[src/rtl/rsa_pkg.sv]
// Shared RSA datapath definitions: operand width, controller state encoding, counter width.
package rsa_pkg;

   localparam int RSA_W     = 256;
   localparam int RSA_CNT_W = $clog2(RSA_W + 1);

   typedef enum logic [1:0] {
      IDLE = 2'd0,
      CALC = 2'd1,
      DONE = 2'd2
   } rsa_state_t;

endpackage

[src/rtl/rsa_mod_product_if.sv]
// Start/finish handshake bundle between an RSA operand source and the modular product stage.
interface rsa_mod_product_if
   import rsa_pkg::*;
#(
   parameter int W = RSA_W
);

   logic         start;
   logic [W-1:0] N;
   logic [W-1:0] a;
   logic [W:0]   b;
   logic [W-1:0] m;
   logic         busy;
   logic         finish;

   modport master (
      output start, N, a, b,
      input  m, busy, finish
   );

   modport slave (
      input  start, N, a, b,
      output m, busy, finish
   );

endinterface

[src/rtl/rsa_mod_add.sv]
// Combinational (x + y) mod n for x, y < n: one W+1-bit add, then a conditional subtract of n.
module rsa_mod_add
   import rsa_pkg::*;
#(
   parameter int W = RSA_W
) (
   input  logic [W-1:0] x,
   input  logic [W-1:0] y,
   input  logic [W-1:0] n,
   output logic [W-1:0] r
);

   logic [W:0] s;
   logic       ge;

   assign s  = {1'b0, x} + {1'b0, y};
   assign ge = s[W] | (s[W-1:0] >= n);
   // s - n < n < 2^W, so the subtraction is exact when done modulo 2^W.
   assign r  = ge ? (s[W-1:0] - n) : s[W-1:0];

endmodule

[src/rtl/rsa_mod_product.sv]
// m = (a * b) mod N by LSB-first shift-and-add, one multiplier bit per cycle (W+1 cycles).
// finish pulses one cycle after the last step; start is only looked at in IDLE.
module rsa_mod_product
   import rsa_pkg::*;
#(
   parameter int W = RSA_W
) (
   input  logic               clk,
   input  logic               rst,
   rsa_mod_product_if.slave   io
);

   localparam int CW = $clog2(W + 1);

   rsa_state_t   state;
   logic [W-1:0] n_l;
   logic [W:0]   b_l;
   logic [W-1:0] t;
   logic [W-1:0] m_r;
   logic [W-1:0] m_add;
   logic [W-1:0] t_dbl;
   logic [CW-1:0] cnt;
   logic         busy_r;
   logic         fin_r;

   rsa_mod_add #(.W(W)) u_add_mt (
      .x (m_r),
      .y (t),
      .n (n_l),
      .r (m_add)
   );

   rsa_mod_add #(.W(W)) u_add_tt (
      .x (t),
      .y (t),
      .n (n_l),
      .r (t_dbl)
   );

   always_ff @(posedge clk or posedge rst) begin
      if (rst) begin
         state  <= IDLE;
         m_r    <= '0;
         t      <= '0;
         n_l    <= '0;
         b_l    <= '0;
         cnt    <= '0;
         busy_r <= 1'b0;
         fin_r  <= 1'b0;
      end else begin
         case (state)
            IDLE: begin
               fin_r <= 1'b0;
               if (io.start) begin
                  n_l    <= io.N;
                  b_l    <= io.b;
                  t      <= io.a;
                  m_r    <= '0;
                  cnt    <= '0;
                  busy_r <= 1'b1;
                  state  <= CALC;
               end
            end
            CALC: begin
               // t tracks a * 2^cnt mod N; accumulate it wherever the multiplier bit is set.
               if (b_l[cnt]) m_r <= m_add;
               t <= t_dbl;
               if (cnt == CW'(W)) begin
                  busy_r <= 1'b0;
                  fin_r  <= 1'b1;
                  state  <= DONE;
               end else begin
                  cnt <= cnt + CW'(1);
               end
            end
            DONE: begin
               fin_r <= 1'b0;
               state <= IDLE;
            end
            default: begin
               busy_r <= 1'b0;
               fin_r  <= 1'b0;
               state  <= IDLE;
            end
         endcase
      end
   end

   assign io.m      = m_r;
   assign io.busy   = busy_r;
   assign io.finish = fin_r;

endmodule
[src/flat_wrapper.sv]
// flat-port wrapper written by rule: the top's interface ports become plain ports
module rsa_mod_product_flat import rsa_pkg::*;
#(
   parameter int W = RSA_W
)
  (clk, rst, io_start, io_N, io_a, io_b, io_m, io_busy, io_finish);
  rsa_mod_product_if #(.W(W)) io_i ();
  input  logic clk;
  input  logic rst;
  input wire logic [$bits(io_i.start)-1:0] io_start;
  input wire logic [$bits(io_i.N)-1:0] io_N;
  input wire logic [$bits(io_i.a)-1:0] io_a;
  input wire logic [$bits(io_i.b)-1:0] io_b;
  output wire logic [$bits(io_i.m)-1:0] io_m;
  output wire logic [$bits(io_i.busy)-1:0] io_busy;
  output wire logic [$bits(io_i.finish)-1:0] io_finish;
  assign io_i.start = io_start;
  assign io_i.N = io_N;
  assign io_i.a = io_a;
  assign io_i.b = io_b;
  assign io_m = io_i.m;
  assign io_busy = io_i.busy;
  assign io_finish = io_i.finish;
  rsa_mod_product #(.W(W)) u_core (.clk(clk), .rst(rst), .io(io_i));
endmodule
[config.mk]
export PLATFORM = sky130hd
export DESIGN_NAME = rsa_mod_product_flat
export DESIGN_NICKNAME = d
export VERILOG_FILES = /design/src/rtl/rsa_pkg.sv /design/src/rtl/rsa_mod_product_if.sv /design/src/rtl/rsa_mod_add.sv /design/src/rtl/rsa_mod_product.sv /design/src/flat_wrapper.sv
export SDC_FILE = /design/constraint.sdc
export NUM_CORES = 2
export LEC_CHECK = 0
export CORE_UTILIZATION = 45
export DETAILED_ROUTE_END_ITERATION = 10
export DONT_BUFFER_PORTS = 1
export MAX_ROUTING_LAYER = met4
export PLACE_DENSITY = 0.57
export REMOVE_ABC_BUFFERS = 1
export SLEW_MARGIN = 20
export SYNTH_ARGS = -nofsm -noshare
export SYNTH_HDL_FRONTEND = slang
export SYNTH_SLANG_ARGS = --single-unit
[constraint.sdc]
create_clock -name clk -period 39.6 [get_ports clk]
set_input_delay 5.94 -clock clk [delete_from_list [all_inputs] [get_ports clk]]
set_output_delay 5.94 -clock clk [all_outputs]
set_load 0.02 [all_outputs]
Yosys cells after proc, flatten, opt, wreduce, memory -nomap -nowiden
Cells that the tools add are included.
Cells by class
  order comparisons: 3
  $mul: 0
  shifts and indexed selects: 0
  div/mod/pow operators: 0
  reductions and logical operators: 8
  $add $sub $neg: 5
  mux-type cells: 20
  equality and inequality tests: 7
  bitwise operators: 3
Operators by type and width (number)
  $mux W256: 5
  $pmux W256 S2: 2
  $add A256 B256 Y257: 2
  $ge A256 B256 Y1: 2
  $sub A256 B256 Y256: 2
  $mux W9: 2
  $pmux W9 S2: 1
  $lt A9 B10 Y1 const B: 1
  $add A9 B1 Y9 const B: 1
  $bmux W1 S9: 1
  $eq A9 B9 Y1 const B: 1
  $reduce_and A3 Y1: 3
  $reduce_and A2 Y1: 3
  $mux W1: 5
  $mux W2: 2
  $ne A2 B1 Y1 const B: 2
  $ne A2 B2 Y1 const B: 2
  $pmux W2 S2: 1
  $pmux W1 S3: 1
  $eq A2 B1 Y1 const B: 1
  $eq A2 B2 Y1 const B: 1
  $logic_not A2 Y1: 1
  $or A1 B1 Y1: 2
  $reduce_bool A2 Y1: 1
  $not A1 Y1: 1
Storage, ports and cells
  memory bits (read-only): 0
  word-level logic and storage cells: 54
  bits of input ports: 772
  memories kept: 0
  output and inout bits: 258
  bits in latches: 0
  memory bits (writable): 0
  register bits: 1038

Logic depth before layout (Yosys ltp)
  depth in word-level cells: 6
  depth in mapped cells: 37
  depth with buffers taken out: 35

Modules after synthesis
Synthesis repeated with hierarchy kept, for this count alone.
Unflattened totals
  cells, all modules: 17590
  area total of the unflattened synthesis: 128366.9 um^2
By module, submodules not included
  rsa_mod_product: times used 1, cells an instance 3544, area an instance 44554.0 um^2, sequential area each 25974.9 um^2
  rsa_mod_add at u_core.u_add_tt: times used 1, cells an instance 7083, area an instance 42266.8 um^2, sequential area each 0.0 um^2
  rsa_mod_add at u_core.u_add_mt: times used 1, cells an instance 6963, area an instance 41546.1 um^2, sequential area each 0.0 um^2

Worst setup path before layout
No wires, ideal clock.
  path type: register -> register
  start point: register u_core.m_r[62] (netlist: u_core.io.m[62])
  end point: register u_core.m_r[253] (netlist: u_core.io.m[253])
  cell stages (with the launch flop): 35
  required time: 39456 ps
  buffers on the path: 3
  library setup time: 144 ps
  arrival: 7301 ps
  clock period less this slack: 7445 ps
  path slack: 32155 ps
  path through: dfrtp_1 ha_1 clkbuf_1 nand4_1 or3_1 or2_2 or4_1 a311oi_1 nand3_1 a211oi_1 nor2_1 nand3_1 nand4_1 o21a_1 nor3_1 a31oi_1 xnor2_1 ha_1 clkbuf_1 a21oi_1 o21ai_0 a21o_1 a21oi_1 nor2b_1 o21ai_0 o211ai_1 a211oi_1 o21ai_0 or3_1 a31oi_2 or2_2 buf_2 nor3_1 a2111oi_0 o211ai_1
Between the ends
  longest elaborated chain between the ends: 6
  elaborated cells on any way between the ends: 7
  those cells by class: add/sub: 2; order compare: 1; mux: 3; bitwise: 1
RTL lines
  start: declaration: RTL line rsa_mod_product.sv:19  | logic [W-1:0] m_r;
  start signal: assignment: RTL line rsa_mod_product.sv:66  | if (b_l[cnt]) m_r <= m_add;
  $add A256 B256 Y257 *: RTL line rsa_mod_add.sv:16  | assign s = {1'b0, x} + {1'b0, y};
  $ge A256 B256 Y1: RTL line rsa_mod_add.sv:17  | assign ge = s[W] | (s[W-1:0] >= n);
  $or A1 B1 Y1: RTL line rsa_mod_add.sv:17
  $mux W256 *: RTL line rsa_mod_add.sv:19  | assign r = ge ? (s[W-1:0] - n) : s[W-1:0];
  $mux W256 *: RTL line rsa_mod_product.sv:66
  $pmux W256 S2 *: RTL line rsa_mod_product.sv:51  | case (state)
Every way passes the cells marked *; elsewhere a longest branch is shown, timed or not. The select of a mux whose other input is x is not followed.
A chain may end at the register's enable or synchronous reset.

Worst setup path after layout
  start point: register u_core.m_r[2] (netlist: u_core.io.m[2])
  end point: register u_core.m_r[226] (netlist: u_core.io.m[226])
The elaborated chain is that of the path after synthesis.

==> impl_metrics.yaml <==
status:
  status: "completed"
synth:
  synth_top_area_share_pct: 25.75
  synthArstFlopShare_pct: 100.0
  synth_top_area_cell: "dfrtp_1"
  syn_area_per_cell_sq_um: 7.232
  yosysUniqueCellTypes: 95
  synth-edff-count: 0
  syn_inst: 13950
  ys.flop_type: "dfrtp_1"
  ys_seq_area_share_pct: 25.75
  synth_area_leaders: "dfrtp_1 26%, ha_1 9.6%, nand2_1 9.4%"
  ys_ff_latch: 1038
  syn-cell-area_sq_mm: 0.1009
  yosysMostFrequentCell: "nand2_1"
  synthTopCellsByCount: "2523 x nand2_1, 1743 x a21oi_1, 1482 x o21ai_0"
  ys_warn_count: 0
global_routing:
  grt_pass1_wl_um: 797000
  antenna_found_initial: 131
  grt.overflow.total: 0
  grt_usage_pct: 50.72
  grt_max_degree: 265
  grt_pass1_vias: 107900
clocking:
  clock_latency_ps: 920
  clk_pin_slew_worst_paths_ps: 60
  cts.htree.levels: 4
  clock_sinks: 1038
  cts_max_path_buffers: 3
  clock-root-buffer: "clkbuf_16"
  cts.hold.buffers_added: 0
  postCtsSetupBuffers: 0
  cts_resized: 0
  cts_tree: "built"
  cts_inserted_buffers: 133
sta:
  slew_headroom_pct: 12.84
  period_share_pct: 36.34
  rsz0062_at_grt: "no"
  min_period_ps: 14390
  fin_tns_setup_ps: 0
  worstMarginPinSlew_ps: 1300
  slew_violations: 0
  max_freq_mhz: 69.48
  setup_viol: 0
  hold_viol_final: 0
  clock_skew_ps: 117.6
finish:
  drive_gt1_share_pct: 4.737
  final_nets: 14950
  synthToLayoutAreaGrowth_pct: 7.086
floorplanning:
  fp.coreArea_sq_mm: 0.2225
  dieHeight_um: 475.4
  io_pins: 1030
  initial_core_util_pct: 45.33
  die_x_um: 475.4
  dieArea_sq_mm: 0.2260
  num_rows: 173
setup_path:
  start_kind: "flip-flop"
  max_stage_delay_ps: 850
  end_kind: "flip-flop"
  cp_data_required_time_ps: 40350
  worstSetupPathType: "reg -> reg"
  cp_common_cell: "o21ai_0"
  cp_max_fo: 140
  critPathSlowestCell: "o21ai_0"
  critPathArrivalTime_ps: 15140
routing:
  routed_via_density: 6.933
  antenna_left: 0
  vias: 115200
  drt-initial-drc-count: 15270
  wirelength_um: 582200
  wl_per_cell_um: 35.04
  first_pass_iters: 9
  drc: 0
place:
  gp_congestion: 1.173
  portBuffers: 0
  dp.final_hpwl_um: 473100
flow_run:
  max-cap-violations: 0
hold_path:
  hold_class: "reg -> reg"
cell type report:
class                      instances  area (sq um)
sequential                      1038         25980
fill                           22040        114500
tap                             2975          3722
inverter                         567          2137
multi-input combinational      11500         69770
clock inverter                    73          1082
antenna                          130         325.3
timing repair buffer             158          1280
clock buffer                     172          3715
cell usage in the layout, fill, tap and decap left out, drive strengths merged, types with 24 or more instances in the layout:
cell type,count
and3,61
or3,51
nand2b,50
a31oi,144
nor3,200
o22a,65
o21a,123
a221oi,41
o21bai,291
a221o,38
inv,568
nand4,469
o22ai,168
a22oi,52
clkbuf,173
xor2,289
ha,770
a21o,400
xnor2,453
clkinv,48
nand2,2523
buf,157
nor2b,60
nor2,1028
a222oi,24
o31ai,65
or2,67
mux2i,34
o221ai,51
o21ai,1497
a21boi,75
o211ai,56
nor4,78
a211oi,59
dfrtp,1038
nand3,132
mux4,76
diode,130
a21oi,1744
through the flow:
stage               area, sq um  util, %  hold slack [ps]  worst slack, ps  std cells
global placement         102800    46.19            452.1            25610      16240
global route             108000    48.53            490.7            24980      16600
finish                   108000    48.54            475.1            25210      16620
CTS                      107600    48.37            474.4            25840      16480
floorplan                 97660        -            438.6             4447      13110
detailed placement       102800    46.21            458.7            25970      16240
routing by layer:
metal | share of wire (%) | up-vias | global-route usage, %
met5 | 0 | - | -
met4 | 11 | 0 | 44.00
met3 | 12 | 2556 | 15.93
met2 | 43 | 8526 | 76.14
met1 | 34 | 54910 | 54.09
li1 | - | 49200 | -
critical path, delay by kind of cell (launching register included):
family | cells | cell delay, ps
buf+inv | 6 | 2880
xor+xnor | 1 | 350
fa+ha+maj | 2 | 880
flops | 1 | 530
compound gates | 23 | 7110
simple gates | 5 | 2080
sequential cells by signal, summed over array words and instances (netlist names):
signal	flops
u_core.b_l	257
u_core.io.finish	1
u_core.state	2
u_core.cnt	9
u_core.t	256
u_core.io.busy	1
u_core.io.m	256
u_core.n_l	256
path summary, 6_finish.rpt:
check,from,to,slack [ps],depth (start not counted)
max,u_core.io.m[2],u_core.io.m[226],25210,37
min,u_core.b_l[88],u_core.b_l[88],480,2
max reg2reg,u_core.io.m[2],u_core.io.m[226],25210,37
min reg2reg,u_core.b_l[88],u_core.b_l[88],480,2
max in group asynchronous,rst,u_core.io.m[1],30550,6
min in group asynchronous,rst,u_core.t[113],4970,1
logic make-up after synthesis:
family / share of synthesized area [%]
AOI/OAI and AO/OA: 30.03
and+or+nand+nor: 20.78
buffers and inverters: 5.289
DFF: 25.75
adders and majority gates: 9.611
xor gates and xnor gates: 6.443
muxes: 2.101
Power is left out: the tool's default activity adds up to more than one toggle a clock period on the data nets, which glitch-free logic cannot reach.
